$ cat config.mk
export PLATFORM = sky130hd
export DESIGN_NAME = byte_splitter
export DESIGN_NICKNAME = d
export VERILOG_FILES = /design/src/rtl/byte_splitter_pkg.sv /design/src/rtl/sync_fifo.sv /design/src/rtl/byte_splitter.sv
export SDC_FILE = /design/constraint.sdc
export NUM_CORES = 1
export LEC_CHECK = 0
export BUFFER_PORTS_ARGS = -buffer_cell sky130_fd_sc_hd__buf_2
export CELL_PAD_IN_SITES_DETAIL_PLACEMENT = 0
export CELL_PAD_IN_SITES_GLOBAL_PLACEMENT = 1
export CORE_MARGIN = 2
export CORE_UTILIZATION = 50
export CTS_BUF_LIST = sky130_fd_sc_hd__clkbuf_4
export DETAILED_ROUTE_END_ITERATION = 8
export PLACE_DENSITY_LB_ADDON = 0.1
export SYNTH_ARGS = -nofsm -noshare
export SYNTH_HDL_FRONTEND = slang
export SYNTH_SLANG_ARGS = --single-unit
$ cat constraint.sdc
create_clock -name clk -period 4.3 [get_ports clk]
set_clock_uncertainty 0.2 [all_clocks]
set_input_delay 0.86 -clock clk [delete_from_list [all_inputs] [get_ports clk]]
set_output_delay 0.86 -clock clk [all_outputs]
set_load 0.02 [all_outputs]
$ cat src/rtl/byte_splitter_pkg.sv
// Shared constants and types for the byte-to-symbol splitter.
package byte_splitter_pkg;

    localparam int DEF_BYTE_W      = 8;
    localparam int DEF_SYM_W       = 2;
    localparam int SYMS_PER_BYTE   = DEF_BYTE_W / DEF_SYM_W;

    // Symbol counter width; never below one bit so the counter always exists.
    function automatic int cnt_width(input int syms);
        return (syms > 1) ? $clog2(syms) : 1;
    endfunction

    localparam int CNT_W = cnt_width(SYMS_PER_BYTE);

    typedef enum logic {
        IDLE  = 1'b0,
        SHIFT = 1'b1
    } state_t;

endpackage

$ cat src/rtl/sync_fifo.sv
// Small synchronous FIFO, first-word fall-through read, wrap-bit pointers.
module sync_fifo #(
    parameter int WIDTH = 8,
    parameter int DEPTH = 2
) (
    input  logic             clk,
    input  logic             rst,
    input  logic             push,
    input  logic             pop,
    input  logic [WIDTH-1:0] wdata,
    output logic [WIDTH-1:0] rdata,
    output logic             full,
    output logic             empty
);

    localparam int AW = $clog2(DEPTH);

    logic [AW:0]      wr_ptr_r;
    logic [AW:0]      rd_ptr_r;
    logic [WIDTH-1:0] mem_r [DEPTH];
    logic             do_push_s;
    logic             do_pop_s;

    // Status flags from pointer comparison; wrap bit separates full from empty.
    always_comb begin
        empty     = (wr_ptr_r == rd_ptr_r);
        full      = (wr_ptr_r[AW] != rd_ptr_r[AW]) &&
                    (wr_ptr_r[AW-1:0] == rd_ptr_r[AW-1:0]);
        do_push_s = push && !full;
        do_pop_s  = pop && !empty;
        rdata     = mem_r[rd_ptr_r[AW-1:0]];
    end

    // Pointer update; overflow/underflow requests are ignored.
    always_ff @(posedge clk) begin
        if (rst) begin
            wr_ptr_r <= {(AW+1){1'b0}};
            rd_ptr_r <= {(AW+1){1'b0}};
        end else begin
            if (do_push_s) begin
                wr_ptr_r <= wr_ptr_r + (AW+1)'(1);
            end
            if (do_pop_s) begin
                rd_ptr_r <= rd_ptr_r + (AW+1)'(1);
            end
        end
    end

    // Storage write; contents need no reset since the pointers define validity.
    always_ff @(posedge clk) begin
        if (do_push_s) begin
            mem_r[wr_ptr_r[AW-1:0]] <= wdata;
        end
    end

endmodule

$ cat src/rtl/byte_splitter.sv
// Buffers bytes and serialises each one MSB-pair first as one unbroken
// dout_en burst so the downstream symbol counter stays byte-aligned.
module byte_splitter
    import byte_splitter_pkg::*;
#(
    parameter int BYTE_W     = DEF_BYTE_W,
    parameter int SYM_W      = DEF_SYM_W,
    parameter int FIFO_DEPTH = 2
) (
    input  logic              clk,
    input  logic              rst,
    input  logic [BYTE_W-1:0] din,
    input  logic              din_vld,
    output logic              din_rdy,
    output logic [SYM_W-1:0]  dout,
    output logic              dout_en,
    output logic              busy
);

    localparam int            SPB      = BYTE_W / SYM_W;
    localparam int            CW       = cnt_width(SPB);
    localparam logic [CW-1:0] LAST_CNT = CW'(SPB - 1);

    logic              fifo_full_s;
    logic              fifo_empty_s;
    logic [BYTE_W-1:0] fifo_rdata_s;
    logic              push_s;
    logic              pop_s;
    logic              burst_end_s;

    state_t            state_r;
    logic [CW-1:0]     sym_cnt_r;
    logic [BYTE_W-1:0] shift_r;
    logic [SYM_W-1:0]  dout_r;
    logic              dout_en_r;

    sync_fifo #(
        .WIDTH (BYTE_W),
        .DEPTH (FIFO_DEPTH)
    ) u_in_fifo (
        .clk   (clk),
        .rst   (rst),
        .push  (push_s),
        .pop   (pop_s),
        .wdata (din),
        .rdata (fifo_rdata_s),
        .full  (fifo_full_s),
        .empty (fifo_empty_s)
    );

    // Handshake and pop decisions; a full FIFO never accepts, even while popping.
    always_comb begin
        din_rdy     = !fifo_full_s;
        push_s      = din_vld && !fifo_full_s;
        burst_end_s = (state_r == SHIFT) && (sym_cnt_r == LAST_CNT);
        pop_s       = !fifo_empty_s && ((state_r == IDLE) || burst_end_s);
        busy        = !fifo_empty_s || (state_r == SHIFT) || dout_en_r;
        dout        = dout_r;
        dout_en     = dout_en_r;
    end

    // Serialiser FSM: loads a byte, shifts out one symbol per cycle, and
    // reloads at the terminal count so consecutive bursts have no gap.
    always_ff @(posedge clk) begin
        if (rst) begin
            state_r   <= IDLE;
            sym_cnt_r <= {CW{1'b0}};
            shift_r   <= {BYTE_W{1'b0}};
            dout_r    <= {SYM_W{1'b0}};
            dout_en_r <= 1'b0;
        end else begin
            case (state_r)
                IDLE: begin
                    dout_en_r <= 1'b0;
                    if (pop_s) begin
                        shift_r   <= fifo_rdata_s;
                        sym_cnt_r <= {CW{1'b0}};
                        state_r   <= SHIFT;
                    end
                end
                SHIFT: begin
                    dout_r    <= shift_r[BYTE_W-1 -: SYM_W];
                    dout_en_r <= 1'b1;
                    sym_cnt_r <= sym_cnt_r + CW'(1);
                    if (burst_end_s && pop_s) begin
                        shift_r <= fifo_rdata_s;
                    end else begin
                        shift_r <= shift_r << SYM_W;
                        if (burst_end_s) begin
                            state_r <= IDLE;
                        end
                    end
                end
                default: begin
                    state_r   <= IDLE;
                    dout_en_r <= 1'b0;
                end
            endcase
        end
    end

endmodule
; ---- Yosys cells after proc, flatten, opt, wreduce, memory -nomap -nowiden
; Memory sizes are Yosys's and may differ from the RTL's. A register that Yosys moved wholly into a read port is not among the register bits.
; Cells that the tools add are included.
; Widths: inputs -> output; s select.
[totals]
reg_bits = 18
mem_bits_rw = 16
input_bits = 11
output_inout_bits = 5
elab_cells = 43
mem_count = 1
[memory_table]
columns = name, words, width, read_ports, rd_clocked_by_memory_dff, wr, line
row1 = u_in_fifo.mem_r, 2, 8, 1, 1, 1, sync_fifo.sv:20  ; logic [WIDTH-1:0] mem_r [DEPTH];
[classes]
add_sub_neg = 3
eq_ne = 5
mux = 14
bitwise = 1
reduce_logical = 12
[op_table]
columns = op, count
row1 = $mux 8, 2
row2 = $pmux 8 s2, 1
row3 = $logic_and 1x1->1, 7
row4 = $mux 1, 7
row5 = $add 2x1->2 const B, 3
row6 = $pmux 1 s2, 2
row7 = $pmux 2 s2, 1
row8 = $logic_or 1x1->1, 3
row9 = $eq 2x2->1, 1
row10 = $eq 2x2->1 const B, 1
row11 = $logic_not 1->1, 2
row12 = $mux 2, 1
row13 = $ne 2x2->1 const B, 1
row14 = $eq 1x1->1, 1
row15 = $ne 1x1->1, 1
row16 = $not 1->1, 1

; ---- Logic depth before layout (Yosys ltp)
; Gate-level depths: netlist of the first run.
[logic_depth]
word_depth = 7
ltp_mapped = 5
mapped_depth_nobuf = 4

; ---- Hierarchy
; From an unflattened synthesis of the first run, not the netlist that was laid out.
[hier_totals]
cells_unflattened = 130
hier_area_um2 = 1526.5
[modules_own_cells]
columns = module, n_inst, cells_each, area_each_um2, seq_area_each_um2
row1 = sync_fifo, 1, 58, 858.3, 580.6
row2 = byte_splitter, 1, 72, 668.1, 280.3

; ---- Worst setup path after synthesis of the first run
; No wires, ideal clock.
[synth_path]
path_type = register to output
from = reg u_in_fifo.wr_ptr_r[0]
to = out busy
arrival_ns = 1.245
required_ns = 3.240
path_slack_ns = 1.995
stages_incl_launch_ff = 5
path_buffers = 1
cell_sequence = dfxtp_1 > buf_4 > xnor2_2 > nand2_1 > or3_1
[synth_via]
elab_chain_cells = 4
[synth_rtl]
columns = item, line
row1 = start: declaration, sync_fifo.sv:18  ; logic [AW:0] wr_ptr_r;
row2 = start signal: assignment, sync_fifo.sv:37  ; wr_ptr_r <= {(AW+1){1'b0}};
row3 = start signal: assignment, sync_fifo.sv:41  ; wr_ptr_r <= wr_ptr_r + (AW+1)'(1);
row4 = $eq 2x2->1, sync_fifo.sv:26  ; empty = (wr_ptr_r == rd_ptr_r);
row5 = $logic_not 1->1, byte_splitter.sv:57  ; busy = !fifo_empty_s || (state_r == SHIFT) || dout_en_r;
row6 = $logic_or 1x1->1 (2 in series), byte_splitter.sv:57
row7 = end: declaration, byte_splitter.sv:17  ; output logic busy
; No other way between the ends.

; ---- Final worst setup path of the first run
; Same ends and word-level chain as after synthesis.

==> results.yml, run 1 <==
outcome:
  status: "finished, final reports clean"
floorplan:
  die_y_um: 60.3
  fp.dieW_um: 60.3
  io_pins: 16
  initial_core_util_pct: 52.4
  num_rows: 20
  core_um2: 3030
  die_area_um2: 3640
drt:
  vias_per_cell: 5.21
  ant_nets: 0
  wl_per_cell_um: 13.0
  via_count: 990
  drc_errors: 0
  wl_um: 2460
  first_pass_iters: 4
  drtIter0Drc: 47
power:
  power_mw: 1.04
  cellLeakagePower_nw: 0.700
  peakVddDrop_v: 0.000300
  power_density_nw_per_um2: 607
setup_path:
  path_cells: "xnor2_2 > nand2_1 > or3_1 > buf_2"
  reg2reg_slack_ns: 2.04
  r2r-start: "state_r"
  crit_family: "simple AND/OR/NAND/NOR gates"
  crit_buf_inv: 1
  worst_setup_path_end_kind: "output pin"
  reg2reg_depth: 3
  worstPathRequired_ns: 3.24
  slowest_delay_ns: 0.42
  slowest_stage: "dfxtp_1"
  cp-start-kind: "flop"
  worstPathMaxFanout: 7
  path_class: "reg2out"
  crit_arrival_ns: 1.75
final_layout:
  nFillCells: 263
  nets: 157
  drive_gt1_share_pct: 21.9
  mostFrequentLayoutCell: "dfxtp_1"
  antenna_cells: 0
  stdcell_count: 190
  final_area_um2: 1720
  syn2layout_area_growth_pct: 8.36
  layout_common_cells: "dfxtp_1, nor2_1, edfxtp_1"
sta:
  relSlewSlack_pct: 42.1
  worst_pin_slew_ns: 0.868
  hold_viol_final: 0
  fin_tns_setup_ns: 0
  finalCritPeriodShare_pct: 65.3
  holdWs_ns: 0.298
  finalSetupViolCount: 0
  layout_min_cycle_time_ns: 2.81
  rsz0062_at_grt: "no"
  slew_viol_final: 0
  max_clock_freq_ghz: 0.356
synth:
  ys_warn_count: 0
  synth_seq_cells: 35
  yosys-top-cells-area: "edfxtp_1, dfxtp_1, mux2i_1"
  syn_inst: 133
  syn-cell-area_um2: 1590
  seq_area_frac_synth_pct: 54.3
  synth_area_per_cell_um2: 11.9
  synth.largest_area_cell: "edfxtp_1"
  synth_nets: 145
  yosysTopAreaCellShare_pct: 30.3
  yosysUniqueCellTypes: 32
placement:
  placed_area_um2: 1670
  gp_congestion: 0.711
  dpl.hpwl_um: 1660
  portBuffers: 15
  placed_cells: 182
clock_tree:
  postCtsHoldBufs: 0
  clk_latency_ns: 0.33
  clkTransAtPathRegs_ns: 0.10
  cts_sinks: 35
  cts_inserted_buffers: 5
  ctsRootBufferMaster: "clkbuf_4"
  post-cts-setup-buffers: 0
  cts_tree: "done"
  cts_max_level: 2
  cts.path.max_buffers: 2
  ctsResizeCount: 0
grt:
  grt_pass1_wl_um: 4200
  grt_max_degree: 37
  gr-total-overflow: 0
  track_usage_pct: 16.4
  grt_antenna_before_repair: 0
  grt_pass1_vias: 911
job:
  drv_cap: 0
min_path:
  whs_path_depth: 2
  min_from: "dout[0]"
  min_to: "dout[0]"
  hold_path_class: "reg2reg"
[area by class of cell]
type | instances | area [um^2] | share of cell area [%]
Tap cell | 44 | 55.1 | 3.20
Clock buffer | 6 | 45.0 | 2.62
Sequential cell | 35 | 861 | 50.1
Timing Repair Buffer | 15 | 75.1 | 4.37
Clock inverter | 2 | 8.76 | 0.509
Inverter | 3 | 11.3 | 0.655
Multi-Input combinational cell | 85 | 663 | 38.6
[flip-flops by register name (all words and copies together), names as in the netlist, named ones only]
name,count
dout,2
dout_en,1
shift_r,8
state_r,1
sym_cnt_r,2
u_in_fifo.mem_r,16
u_in_fifo.rd_ptr_r,2
u_in_fifo.wr_ptr_r,2
[through the flow]
step                      util [%]  setup WS, ns
after CTS                     56.8          1.46
after global routing          56.8          1.32
after floorplan                  -          1.99
after global placement        55.0          1.88
after detailed placement      55.0          1.83
final                         56.8          1.49
[synthesized netlist by cell type]
| library cell | instances |
|---|---|
| dfxtp_1 | 19 |
| or3_1 | 1 |
| clkbuf_2 | 1 |
| nand2b_1 | 1 |
| inv_1 | 3 |
| nor3b_1 | 2 |
| mux2_4 | 1 |
| mux2_1 | 2 |
| o41ai_1 | 2 |
| buf_2 | 4 |
| clkbuf_1 | 3 |
| nand4b_1 | 2 |
| mux2_2 | 4 |
| nor4_1 | 6 |
| mux2i_1 | 14 |
| nor2_1 | 16 |
| o221ai_1 | 2 |
| and3b_1 | 4 |
| a211oi_1 | 1 |
| nand2_1 | 4 |
| a211o_1 | 6 |
| edfxtp_1 | 16 |
| o21ai_2 | 1 |
| a21oi_1 | 3 |
| xor2_2 | 1 |
| nor2b_1 | 6 |
| a21oi_4 | 1 |
| buf_4 | 2 |
| nor3_1 | 1 |
| xor2_1 | 1 |
| xnor2_2 | 2 |
| ha_1 | 1 |
[worst min-delay path, cell delays in order (launching register included)]
cell and delay (ns):
dfxtp_1 0.34, mux2i_1 0.06, nor2_1 0.07
[report_power, final]
part | total [mW] | switching (mW) | internal (mW)
logic | 0.361 | 0.197 | 0.164
clock network | 0.171 | 0.103 | 0.0677
registers | 0.511 | 0.0822 | 0.429
[layer usage]
| metal | vias up | global-route usage (%) | wire, um |
|---|---|---|---|
| met5 | - | 0 | 0 |
| met4 | 0 | 8.89 | 37 |
| met3 | 6 | 7.25 | 130 |
| met2 | 21 | 24.4 | 1130 |
| met1 | 454 | 20.0 | 1170 |
| li1 | 509 | - | - |
[logic make-up after synthesis]
| kind of cell | count (synthesis) | synth area share [%] |
|---|---|---|
| muxes | 21 | 14.0 |
| DFF | 35 | 54.3 |
| xor gates and xnor gates | 4 | 3.63 |
| adders and majority gates | 1 | 0.789 |
| AOI/OAI and AO/OA | 16 | 8.52 |
| buffers and inverters | 13 | 3.94 |
| and+or+nand+nor | 43 | 14.8 |
[worst max-delay path by stage]
stage          cells past startpoint  slack [ns]                     to                   from
2_1_floorplan                      4        1.99                   busy  u_in_fifo.wr_ptr_r[0]
3_3_place_gp                       4        1.88                   busy  u_in_fifo.wr_ptr_r[0]
3_5_place_dp                       4        1.83  u_in_fifo.wr_ptr_r[1]                din_vld
4_1_cts                            4        1.46                   busy  u_in_fifo.wr_ptr_r[1]
5_1_grt                            4        1.32                   busy  u_in_fifo.wr_ptr_r[1]
6_report                           4        1.49                   busy  u_in_fifo.wr_ptr_r[0]
Note: power is estimated with default switching activity, not from simulation.
==> run 2, diff against run 1 <==
--- a/config.mk
+++ b/config.mk
@@ -9,7 +9,7 @@
 export CELL_PAD_IN_SITES_DETAIL_PLACEMENT = 0
 export CELL_PAD_IN_SITES_GLOBAL_PLACEMENT = 1
 export CORE_MARGIN = 2
-export CORE_UTILIZATION = 50
+export CORE_UTILIZATION = 48
 export CTS_BUF_LIST = sky130_fd_sc_hd__clkbuf_4
 export DETAILED_ROUTE_END_ITERATION = 8
 export PLACE_DENSITY_LB_ADDON = 0.1
==> constraint.sdc (replaced) <==
create_clock -name clk -period 2.6 [get_ports clk]
set_clock_uncertainty 0.2 [all_clocks]
set_input_delay 0.52 -clock clk [delete_from_list [all_inputs] [get_ports clk]]
set_output_delay 0.52 -clock clk [all_outputs]
set_load 0.02 [all_outputs]
==> results.yml, run 2 (synthesis gave the netlist of run 1 again) <==
sta:
  worst_pin_slew_ns: 0.598
  rsz0062_at_grt: "no"
  fin_ws_ns: 0.142
  relSlewSlack_pct: 60.1
  finalCritPeriodShare_pct: 94.5
  hold_viol_final: 0
  finalSetupViolCount: 0
  slew_viol_final: 0
  holdWs_ns: 0.175
  layout_min_cycle_time_ns: 2.46
  fin_tns_setup_ns: 0
  max_clock_freq_ghz: 0.407
grt:
  gr-total-overflow: 0
  grt_max_degree: 37
  track_usage_pct: 15.9
  grt_pass1_vias: 955
  grt_pass1_wl_um: 4340
  grt_antenna_before_repair: 0
final_layout:
  antenna_cells: 0
  largest_register_ffs: 16
  syn2layout_area_growth_pct: 12.5
  drive_gt1_share_pct: 25.2
  nets: 162
  mostFrequentLayoutCell: "dfxtp_1"
  layout_common_cells: "dfxtp_1, nor2_1, edfxtp_1"
  final_area_um2: 1780
power:
  peakVddDrop_v: 0.000615
  switchingPower_mw: 0.660
  p_comb_share_pct: 36.6
  p_sw_share_pct: 35.2
  clkPwrFrac_pct: 20.3
  power_density_nw_per_um2: 1050
  power_frac_seq_pct: 43.1
  p_int_mw: 1.22
  cellLeakagePower_nw: 0.737
drt:
  drc_errors: 0
  first_pass_iters: 4
  wl_per_cell_um: 13.1
  via_count: 1018
  wl_um: 2560
  ant_nets: 0
  vias_per_cell: 5.22
  drtIter0Drc: 49
clock_tree:
  clk_latency_ns: 0.32
  cts_inserted_buffers: 5
  ctsRootBufferMaster: "clkbuf_4"
  cts.path.max_buffers: 2
  cts_max_level: 2
  cts_tree: "done"
  ctsResizeCount: 0
  post-cts-setup-buffers: 0
  clkTransAtPathRegs_ns: 0.10
  postCtsHoldBufs: 0
  cts_sinks: 35
floorplan:
  die_y_um: 61.5
  core_um2: 3100
  initial_core_util_pct: 51.1
  fp.dieW_um: 61.5
  io_pins: 16
  num_rows: 20
  die_area_um2: 3780
setup_path:
  worst_setup_path_end_kind: "output pin"
  path_class: "reg2out"
  cp-start-kind: "flop"
  crit_arrival_ns: 1.74
  worstPathMaxFanout: 7
  worstPathRequired_ns: 1.88
outcome:
  status: "finished, final reports clean"
placement:
  gp_congestion: 0.732
  preCtsSetupSlack_ns: 0.508
  portBuffers: 15
  dpl.hpwl_um: 1730
  placed_area_um2: 1700
job:
  drv_cap: 0
min_path:
  hold_path_class: "in2reg"
## run 2: cell types whose count changed in the layout (fill, tap and decap cells not counted)
cell       previous run  this run
clkinv_4              0         1
bufinv_16             0         1
clkinv_1              1         0
clkbuf_4              6         5
buf_4                 0         5
## run 2: path summary, 6_finish.rpt
| path | startpoint | cells past startpoint | end | slack, ns |
|---|---|---|---|---|
| min reg2reg | shift_r[1] | 2 | shift_r[1] | 0.30 |
| max reg2reg | u_in_fifo.wr_ptr_r[0] | 4 | u_in_fifo.mem_r[0][0] | 0.71 |
| max | u_in_fifo.wr_ptr_r[0] | 4 | busy | 0.14 |
| min | din[3] | 1 | u_in_fifo.mem_r[1][3] | 0.18 |
## run 2: power by group through the flow
stage                     sequential (mW)  clock [mW]  combinational [mW]
final                               0.809       0.382               0.687
after global routing                0.830       0.421               0.752
after CTS                           0.810       0.395               0.690
after detailed placement            0.822           0               0.687
after global placement              0.818           0               0.676
after floorplan                     0.782           0               0.556
## run 2: per-layer routing
layer	routed length, um	vias up	track usage [%]	part of all wire (%)
met5	0	-	0	0
met1	1320	478	21.1	52
met4	26	0	7.90	1.0
li1	-	519	-	-
met3	84	4	3.78	3.3
met2	1130	17	24.5	44
## run 2: area by class of cell
cell class	instances	area, um^2
repair buffers	20	113
well taps	44	55.1
inverters	3	11.3
fillers	295	1320
clock buffers	5	37.5
flip-flops and latches	35	861
clock inverters	3	43.8
multi-input cells	85	663
## run 2: critical path, stage by stage (launching register included)
cell and delay [ns]:
dfxtp_1 0.42, xnor2_2 0.35, nand2_1 0.16, or3_1 0.33
buf_2 0.16
## run 2: metrics by stage
step / util, % / std cells / total power [mW]
after floorplan: - / 133 / 1.34
after global placement: 54.9 / 187 / 1.49
after detailed placement: 54.9 / 187 / 1.51
after CTS: 57.5 / 195 / 1.89
after global routing: 57.5 / 195 / 2.00
final: 57.5 / 195 / 1.88
==> run 3, diff against run 2 <==
--- a/config.mk
+++ b/config.mk
@@ -8,6 +8,7 @@
 export BUFFER_PORTS_ARGS = -buffer_cell sky130_fd_sc_hd__buf_2
 export CELL_PAD_IN_SITES_DETAIL_PLACEMENT = 0
 export CELL_PAD_IN_SITES_GLOBAL_PLACEMENT = 1
+export CORE_ASPECT_RATIO = 0.75
 export CORE_MARGIN = 2
 export CORE_UTILIZATION = 48
 export CTS_BUF_LIST = sky130_fd_sc_hd__clkbuf_4
==> results.yml, run 3 (synthesis gave the netlist of run 1 again) <==
outcome:
  status: "finished, final reports clean"
clock_tree:
  clk_latency_ns: 0.34
  ctsRootBufferMaster: "clkbuf_4"
  postCtsHoldBufs: 0
  clkTransAtPathRegs_ns: 0.10
  cts.path.max_buffers: 2
  post-cts-setup-buffers: 0
  ctsResizeCount: 0
  cts_sinks: 35
  cts_max_level: 2
  cts_tree: "done"
  cts_inserted_buffers: 5
drt:
  first_pass_iters: 4
  vias_per_cell: 5.49
  drtIter0Drc: 43
  met2_length_um: 1270
  via_count: 1049
  drt-met1-wl_um: 1290
  ant_nets: 0
  top_layer_used: "met4"
  dr_wl_met3_um: 109
  wl_um: 2720
  wl_per_cell_um: 14.3
  drc_errors: 0
final_layout:
  mostFrequentLayoutCell: "dfxtp_1"
  largest_register_ffs: 16
  nets: 162
  layout_common_cells: "dfxtp_1, nor2_1, edfxtp_1"
  drive_gt1_share_pct: 25.2
  syn2layout_area_growth_pct: 10.6
  antenna_cells: 0
  final_area_um2: 1760
  nFillCells: 298
floorplan:
  die_area_um2: 3790
  num_rows: 18
  fp.dieW_um: 70.4
  io_pins: 16
  initial_core_util_pct: 49.3
  core_um2: 3220
  die_y_um: 53.8
sta:
  rsz0062_at_grt: "no"
  fin_tns_setup_ns: 0
  relSlewSlack_pct: 61.5
  fin_ws_ns: 0.151
  slew_viol_final: 0
  worst_pin_slew_ns: 0.578
  layout_min_cycle_time_ns: 2.45
  finalCritPeriodShare_pct: 94.2
  finalSetupViolCount: 0
  max_clock_freq_ghz: 0.408
  hold_viol_final: 0
  holdWs_ns: 0.176
power:
  cellLeakagePower_nw: 0.728
  power_density_nw_per_um2: 1020
  peakVddDrop_v: 0.000664
  power_mw: 1.79
setup_path:
  cp-start-kind: "flop"
  reg2reg_depth: 4
  worstPathRequired_ns: 1.88
  worstPathMaxFanout: 7
  path_class: "reg2out"
  worst_setup_path_end_kind: "output pin"
  crit_arrival_ns: 1.73
grt:
  gr-total-overflow: 0
  grt_antenna_before_repair: 0
  grt_pass1_wl_um: 4370
  grt_pass1_vias: 964
  track_usage_pct: 16.0
  grt_max_degree: 37
placement:
  preCtsSetupSlack_ns: 0.510
  gp_congestion: 0.774
  placed_area_um2: 1700
  dpl.hpwl_um: 1910
  portBuffers: 15
min_path:
  hold_path_class: "in2reg"
  whs_path_depth: 1
job:
  drv_cap: 0
run 3: worst paths after layout:
| check | endpoint | start | slack [ns] |
|---|---|---|---|
| worst max-delay path | busy | u_in_fifo.wr_ptr_r[0] | 0.15 |
| worst min register to register | dout[0] | dout[0] | 0.30 |
| worst max register to register | u_in_fifo.mem_r[0][1] | u_in_fifo.wr_ptr_r[0] | 0.71 |
| worst min-delay path | u_in_fifo.mem_r[0][5] | din[5] | 0.18 |
run 3: worst max-delay path: stages (launching register included):
cell	delay, ns
dfxtp_1	0.42
xnor2_2	0.34
nand2_1	0.16
or3_1	0.32
buf_2	0.16
run 3: where the power goes:
group	total (mW)	leakage [nW]	internal, mW	switching (mW)
Clock	0.297	0.0361	0.126	0.170
Sequential	0.815	0.306	0.708	0.107
Combinational	0.682	0.387	0.307	0.375
Total	1.79	0.728	1.14	0.653
run 3: area by class of cell:
cell class                      instances  area (um^2)  area share [%]
Sequential cell                        35          861            49.0
Multi-Input combinational cell         85          663            37.8
Timing Repair Buffer                   20          113            6.41
Clock buffer                            7         52.6            2.99
Tap cell                               40         50.0            2.85
Inverter                                3         11.3           0.641
Clock inverter                          1         5.00           0.285
run 3: per-layer routing:
metal / global-route usage (%) / up-vias
met5: 0 / -
met4: 8.65 / 0
met3: 4.49 / 7
met2: 26.3 / 17
met1: 19.6 / 507
li1: - / 518
run 3: stage by stage:
stage,cells,utilization (%)
2_1_floorplan,133,-
3_3_place_gp,183,52.7
3_5_place_dp,183,52.7
4_1_cts,191,54.5
5_1_grt,191,54.5
6_report,191,54.5
